[src/rtl/logic_op_sequencer.sv]
// Issue stage for the 8-bit logical unit: queues {op, a, b} requests, issues one
// operation at a time, samples the opcode's result port and returns it via valid/ready.
module logic_op_sequencer #(
  parameter int DEPTH = 4
) (
  input  logic                     clk,
  input  logic                     rst,
  input  logic                     in_valid,
  output logic                     in_ready,
  input  logic [7:0]               in_a,
  input  logic [7:0]               in_b,
  input  logic [2:0]               in_op,
  output logic [7:0]               a,
  output logic [7:0]               b,
  output logic [2:0]               P,
  output logic                     el,
  input  logic [7:0]               A,
  input  logic [7:0]               B,
  input  logic [7:0]               C,
  input  logic [7:0]               D,
  input  logic [7:0]               E,
  input  logic [7:0]               F,
  output logic                     out_valid,
  input  logic                     out_ready,
  output logic [7:0]               out_result,
  output logic [2:0]               out_op,
  output logic                     out_err,
  output logic [$clog2(DEPTH):0]   count
);

  localparam int AW = $clog2(DEPTH);
  localparam logic [AW:0] FULL_CNT = (AW+1)'(DEPTH);

  typedef enum logic [1:0] {
    S_IDLE  = 2'd0,
    S_ISSUE = 2'd1,
    S_HOLD  = 2'd2
  } state_t;

  state_t        r_state;
  logic [18:0]   r_mem [DEPTH];
  logic [AW-1:0] r_wptr;
  logic [AW-1:0] r_rptr;
  logic [AW:0]   r_count;

  logic          w_full;
  logic          w_empty;
  logic          w_push;
  logic          w_pop;
  logic [18:0]   w_head;

  function automatic logic f_legal(input logic [2:0] op);
    return (op != 3'b011) && (op != 3'b100);
  endfunction

  function automatic logic [7:0] f_select(
    input logic [2:0] op,
    input logic [7:0] pa, input logic [7:0] pb, input logic [7:0] pc,
    input logic [7:0] pd, input logic [7:0] pe, input logic [7:0] pf
  );
    logic [7:0] res;
    res = 8'h00;
    case (op)
      3'b101:  res = pa;
      3'b110:  res = pb;
      3'b111:  res = pc;
      3'b000:  res = pd;
      3'b001:  res = pe;
      3'b010:  res = pf;
      default: res = 8'h00;
    endcase
    return res;
  endfunction

  assign w_full   = (r_count == FULL_CNT);
  assign w_empty  = (r_count == '0);
  // Readiness comes from the registered level only, so a pop never frees a slot early.
  assign in_ready = !w_full && !rst;
  assign w_push   = in_valid && in_ready;
  assign w_head   = r_mem[r_rptr];
  assign w_pop    = !w_empty && ((r_state == S_IDLE) ||
                    ((r_state == S_HOLD) && out_valid && out_ready));
  assign count    = r_count;

  always_ff @(posedge clk) begin
    if (w_push) begin
      r_mem[r_wptr] <= {in_op, in_a, in_b};
    end
  end

  always_ff @(posedge clk) begin
    if (rst) begin
      r_wptr  <= '0;
      r_rptr  <= '0;
      r_count <= '0;
    end else begin
      if (w_push) r_wptr <= r_wptr + 1'b1;
      if (w_pop)  r_rptr <= r_rptr + 1'b1;
      case ({w_push, w_pop})
        2'b10:   r_count <= r_count + 1'b1;
        2'b01:   r_count <= r_count - 1'b1;
        default: r_count <= r_count;
      endcase
    end
  end

  // el is registered and driven low on entry to ISSUE only for legal opcodes.
  always_ff @(posedge clk) begin
    if (rst) begin
      r_state    <= S_IDLE;
      el         <= 1'b1;
      a          <= 8'h00;
      b          <= 8'h00;
      P          <= 3'b000;
      out_valid  <= 1'b0;
      out_result <= 8'h00;
      out_op     <= 3'b000;
      out_err    <= 1'b0;
    end else begin
      case (r_state)
        S_IDLE: begin
          el <= 1'b1;
          if (w_pop) begin
            P       <= w_head[18:16];
            a       <= w_head[15:8];
            b       <= w_head[7:0];
            el      <= !f_legal(w_head[18:16]);
            r_state <= S_ISSUE;
          end
        end
        S_ISSUE: begin
          out_valid  <= 1'b1;
          out_op     <= P;
          out_err    <= !f_legal(P);
          out_result <= f_legal(P) ? f_select(P, A, B, C, D, E, F) : 8'h00;
          el         <= 1'b1;
          r_state    <= S_HOLD;
        end
        S_HOLD: begin
          el <= 1'b1;
          if (out_valid && out_ready) begin
            out_valid <= 1'b0;
            if (w_pop) begin
              P       <= w_head[18:16];
              a       <= w_head[15:8];
              b       <= w_head[7:0];
              el      <= !f_legal(w_head[18:16]);
              r_state <= S_ISSUE;
            end else begin
              r_state <= S_IDLE;
            end
          end
        end
        default: begin
          el      <= 1'b1;
          r_state <= S_IDLE;
        end
      endcase
    end
  end

endmodule
[config.mk]
export PLATFORM = sky130hd
export DESIGN_NAME = logic_op_sequencer
export DESIGN_NICKNAME = d
export VERILOG_FILES = /design/src/rtl/logic_op_sequencer.sv
export SDC_FILE = /design/constraint.sdc
export NUM_CORES = 1
export LEC_CHECK = 0
export ABC_CLOCK_PERIOD_IN_PS = 2900
export BUFFER_PORTS_ARGS = -buffer_cell sky130_fd_sc_hd__buf_2
export CORE_MARGIN = 2
export CORE_UTILIZATION = 50
export CTS_BUF_LIST = sky130_fd_sc_hd__clkbuf_16
export DETAILED_ROUTE_END_ITERATION = 10
export PLACE_DENSITY_LB_ADDON = 0.2
export SLEW_MARGIN = 25
export SYNTH_ARGS = -nofsm -noshare
export SYNTH_HDL_FRONTEND = slang
export SYNTH_SLANG_ARGS = --single-unit
export TNS_END_PERCENT = 30
[constraint.sdc]
create_clock -name clk -period 2.9 [get_ports clk]
set_clock_uncertainty 0.1 [all_clocks]
set_input_delay 0.29 -clock clk [delete_from_list [all_inputs] [get_ports clk]]
set_output_delay 0.29 -clock clk [all_outputs]
set_load 0.01 [all_outputs]
=== Word-level counts from Yosys, hierarchy flattened ===
Memory sizes are Yosys's and may differ from the RTL's. A register that Yosys moved wholly into a read port is not among the register bits.
Cells that the tools add are included.

* Output and inout port bits: 37
* Bits in writable memories: 76
* Logic and storage cells: 81
* Input bits: 71
* Memories: 1
* Bits in registers: 42

* $add $sub $neg: 4
* Equality and inequality tests: 16
* Reduce and logical (&&, ||, !) cells: 23
* Mux-type cells: 25

{| class="wikitable"
|+ Memories
! name !! words !! width !! rd ports !! clocked after memory_dff !! wr ports !! RTL line !! source
|-
| r_mem || 4 || 19 || 1 || 1 || 1 || 41 || <nowiki>logic [18:0] r_mem [DEPTH];</nowiki>
|}

{| class="wikitable"
|+ Operators by type and width
! cell !! number
|-
| $pmux W8 S6 || 1
|-
| $mux W8 || 5
|-
| $pmux W8 S2 || 2
|-
| $eq A3 B3 Y1 const B || 4
|-
| $pmux W3 S2 || 2
|-
| $logic_and A1 B1 Y1 || 8
|-
| $mux W2 || 4
|-
| $logic_not A3 Y1 || 2
|-
| $mux W1 || 6
|-
| $mux W3 || 2
|-
| $ne A3 B2 Y1 const B || 2
|-
| $ne A3 B3 Y1 const B || 2
|-
| $pmux W2 S3 || 1
|-
| $reduce_and A2 Y1 || 3
|-
| $reduce_bool A2 Y1 || 3
|-
| $logic_not A1 Y1 || 5
|-
| $add A2 B1 Y2 const B || 2
|-
| $eq A2 B1 Y1 const B || 2
|-
| $eq A2 B2 Y1 const B || 2
|-
| $pmux W1 S2 || 2
|-
| $add A3 B1 Y3 const B || 1
|-
| $eq A3 B1 Y1 const B || 1
|-
| $eq A3 B2 Y1 const B || 1
|-
| $sub A3 B1 Y3 const B || 1
|-
| other kinds (4) || 4
|}

=== Logic depth before layout (Yosys ltp) ===
* Depth in word-level cells: 8
* Gate-level depth with buffers: 10

=== Worst setup path before layout ===
No wires, ideal clock.

* Path type: register to register
* From: reg r_count[0], in the netlist count[0]
* To: reg r_count[2], in the netlist count[2]
* Arrival: 2.184 ns
* Data required time: 2.730 ns
* Stages on the path, launching flop included: 9
* Path buffers: 0
* Setup time: 0.070 ns
* Clock period less this slack: 2.354 ns
* Setup slack: 0.546 ns
* Cells stage by stage: dfxtp_1 -> nor2_1 -> a211oi_2 -> inv_1 -> ha_1 -> fa_1 -> xnor2_1 -> or3_1 -> a21oi_1

* Word-level cells in the longest chain between the ends: 6
* Elaborated cells between the ends (all ways): 13

{| class="wikitable"
|+ Ends and longest elaborated chain
! what !! RTL line !! source
|-
| from (decl) || 44 || <nowiki>logic [AW:0] r_count;</nowiki>
|-
| from (signal assigned) || 100 || <nowiki>2'b10: r_count <= r_count + 1'b1;</nowiki>
|-
| from (signal assigned) || 101 || <nowiki>2'b01: r_count <= r_count - 1'b1;</nowiki>
|-
| from (signal assigned) || 102 || <nowiki>default: r_count <= r_count;</nowiki>
|-
| $eq A3 B3 Y1 || 75 || <nowiki>assign w_full = (r_count == FULL_CNT);</nowiki>
|-
| $logic_not A1 Y1 || 78 || <nowiki>assign in_ready = !w_full && !rst;</nowiki>
|-
| $logic_and A1 B1 Y1 || 78 ||
|-
| $logic_and A1 B1 Y1 || 79 || <nowiki>assign w_push = in_valid && in_ready;</nowiki>
|-
| $eq A2 B1 Y1 / $eq A2 B2 Y1 (equally long branches) || 99 || <nowiki>case ({w_push, w_pop})</nowiki>
|-
| $pmux W3 S2 / $reduce_bool A2 Y1 (equally long branches) || n/a ||
|}

Several ways; a longest one is shown, not always the timed one.
A chain may end at the register's enable or synchronous reset.

=== Worst setup path after layout ===
Same ends and word-level chain as after synthesis.

==> metrics.log <==
INFO  metric global_route.overflow_total = 0
INFO  metric multi_input_comb_area = 0.00155 mm²
INFO  metric max_cap_violations = 0
INFO  metric final.hold.worst_slack = around 0.014 ns
INFO  metric cts_post_setup_buffers_inserted = 0
INFO  metric hold_path.class = primary input to flip-flop
INFO  metric totalWireLength = 10.1 mm
INFO  metric ys_seq_area_frac = 0.651
INFO  metric ff_to_ff_setup_slack = 0.59 ns
INFO  metric placementRows = 35
INFO  metric power.static_leakage = 2.33 nW
INFO  metric worst_r2r_startpoint = count[0]
INFO  metric wire_length_of_the_first_global_routing_pass = 15.4 mm
INFO  metric chipHeight = a little over 100 µm
INFO  metric die_w = ~100 µm
INFO  metric run_status = finished, final reports clean
INFO  metric synth_top_flop_cell = edfxtp_1
INFO  metric crit_path_cell_trace = nor2_1 > a211oi_2 > buf_4 > inv_1 > ha_1 > fa_1 > xnor2_1 > or3_1 > a21oi_1
INFO  metric antennaDiodeCount = 0
INFO  metric first_global_vias = approximately 3,200
INFO  metric ys_top_cells_by_area = edfxtp_1, dfxtp_1, mux4_2, nand2_1, a21oi_1
INFO  metric grt_setup_unrepaired = no
INFO  metric power-per-cell-area = about 950 mW/mm²
INFO  metric vias = 3,237
INFO  metric net_count_after_synthesis = around 430
INFO  metric design.die.area = about 0.011 mm²
INFO  metric worst-path-stages = 9
INFO  metric final.fill_count = about 700
INFO  metric syn-cell-area = slightly below 0.005 mm²
INFO  metric tritoncts = yes
INFO  metric numCtsBuffers = 17
INFO  metric fmax = 0.434 GHz
INFO  metric ys_seq_elements = 120
INFO  metric syn-mean-instance-area = between 10 and 15 µm²
INFO  metric synth-edff-count = 76
INFO  metric critical_path_cell_with_the_highest_stage_delay = dfxtp_1
INFO  metric yosys.area.top_type = edfxtp_1
INFO  metric detail_route.drc_violations = 0
INFO  metric yosysTopAreaCellShare = 0.469
INFO  metric worst-path-buf-inv = 2
INFO  metric layout_min_cycle_time = between 2 and 2.5 ns
INFO  metric finalMaxSlewViolations = 0
INFO  metric required = approximately 3.1 ns
INFO  metric antenna_left = 0
INFO  metric clock_tree.root_cell = clkbuf_16
INFO  metric finalSetupViolations = 0
INFO  metric number_of_synthesis_warnings = 0
INFO  metric ios = around 110
INFO  metric globalRouteTotalUtil = 0.197
INFO  metric numClockSinks = 120
INFO  metric via_per_instance_ratio = between 5 and 6
INFO  metric timing.critical_path.arrival = between 2 and 3 ns
INFO  metric syn_to_layout_area_delta = 26.4%
INFO  metric clkLatencyLatePin = 0.40 ns
INFO  metric port_buffers = about 110
INFO  metric post_synth_inst_count = approximately 360
INFO  metric logic_depth_of_the_worst_register_to_register_path = 9
INFO  metric net_count_of_the_finished_layout = approximately 550
INFO  metric yosysMostFrequentCell = edfxtp_1
INFO  metric floorplan.initialDensity = 0.521
INFO  metric worst_path_dominant_cell_family = adder cells
INFO  metric clock_tree.buffer_depth = 2
INFO  metric clk_transition_reported_paths = ~0.050 ns
INFO  metric tightestPinTransition = around 0.66 ns
INFO  metric timing.critical_path.from_type = flip-flop
INFO  metric initial_antenna_violation_count = 0
INFO  metric gp_congestion = ~0.80
INFO  metric sort_of_element_at_the_end_of_the_critical_path = flip-flop
INFO  metric finalHoldViolations = 0
INFO  metric worstSetupStartpoint = count[0]
INFO  metric critPathMaxFanout = 8
INFO  metric synth.top_cells.by_count = edfxtp_1, nand2_1, dfxtp_1
INFO  metric drt_pre_antenna_iters = 4
INFO  metric timing.rr.end = count[2]
INFO  metric detailedPlacementHpwl = approximately 6.5 mm
INFO  metric vdd.ir_drop.worst = roughly 0.54 mV
INFO  metric slew-limit-headroom = 0.557
INFO  metric placeableCoreArea = 0.00933 mm²
INFO  metric timing.critical_path.to = count[2]
INFO  metric average_wire_per_standard_cell = about 16 µm
INFO  metric max_stage_delay = 0.42 ns
INFO  metric setup_tns = 0 ns
INFO  metric final-seq-area = roughly 0.0032 mm²
INFO  metric grt_start_max_net_pins = 48
INFO  metric timing_worst_setup_path_type = flip-flop to flip-flop
INFO  metric min_delay_path_depth = 1
INFO  metric yosys.cell_types.count = 48
INFO  metric cts-htree-levels = 4
INFO  metric post_route_cells_drive_above_1_share = 0.360
INFO  metric synthArstFlopShare = 0
INFO  metric detailedRoute.firstIterationViolations = 152
INFO  metric post-route-period-util = 0.795
-- cell type report --
cell class              count  area share
clock inverters            14      0.0181
clock buffers              17      0.0693
flip-flops and latches    120       0.515
repair buffers            126       0.113
inverters                   9     0.00550
multi-input cells         203       0.253
well taps                 129      0.0263
-- how the worst min path moves through the flow --
stage	start	to
after floorplan	in_b[0]	r_mem[0][0]
after global placement	out_op[0]	out_op[0]
after detailed placement	out_op[2]	out_op[2]
after CTS	in_a[2]	r_mem[1][10]
after global routing	in_a[2]	r_mem[3][10]
final	in_b[6]	r_mem[0][6]
-- registers in the layout, indices dropped and copies added (netlist names), named ones only --
| register | cells |
|---|---|
| r_wptr | 2 |
| r_state | 2 |
| out_op | 3 |
| r_mem | 76 |
| el | 1 |
| out_err | 1 |
| out_result | 8 |
| count | 3 |
| b | 8 |
| out_valid | 1 |
| r_rptr | 2 |
| P | 3 |
| a | 8 |
-- stage by stage --
step	util	instance area (µm²)	total power, mW	instances	setup WS, ns
floorplan	-	4860	3.46	356	0.546
global placement	0.595	5550	3.97	581	0.641
detailed placement	0.595	5550	4.01	581	0.586
CTS	0.658	6140	5.89	618	0.588
global route	0.658	6140	6.14	618	0.443
finish	0.658	6140	5.83	618	0.594
-- worst reg2reg max path: stages, from the launching register on --
cell and delay, ns:
dfxtp_1 0.42, nor2_1 0.10, a211oi_2 0.21, buf_4 0.17
inv_1 0.05, ha_1 0.22, fa_1 0.38, xnor2_1 0.14
or3_1 0.30, a21oi_1 0.14
-- layout by cell type, fill, tap and decap left out, types with 10 or more instances in the layout --
| master | instances |
|---|---|
| buf_2 | 107 |
| mux4_2 | 19 |
| edfxtp_1 | 76 |
| clkbuf_16 | 17 |
| mux2i_1 | 10 |
| a21oi_1 | 31 |
| nand2_1 | 53 |
| buf_4 | 13 |
| dfxtp_1 | 44 |
| nor2_1 | 11 |
-- what timing repair did --
item | CTS | global route
hold endpoints to repair | 24 | 0
resized for setup | 0 | 0
hold buffers | 6 | 0
endpoints found under the setup margin | 0 | 0
-- per-layer routing --
layer,up-vias,GRT usage,routed length [µm]
met3,8,0.0536,624
li1,1571,-,-
met2,109,0.354,5100
met1,1549,0.229,4340
met4,0,0.0646,59
met5,-,0,0
-- cell families (layout without fill, tap and decap cells) --
family	after synthesis	count (layout)	share of synthesized area
buffers and inverters	33	166	0.0296
multiplexers	33	33	0.118
XOR/XNOR	4	4	0.00721
flip-flops	120	120	0.651
AO/OA/AOI/OAI	68	68	0.0906
adder cells (fa/ha/maj)	6	6	0.0170
AND/OR/NAND/NOR	92	92	0.0870
-- where the power goes --
part / switching [mW] / leakage (nW) / internal [mW]
Clock: 0.707 / 0.257 / 1.16
Sequential: 0.201 / 1.05 / 2.08
Combinational: 0.947 / 1.03 / 0.731
(Power assumes the default switching activity.)
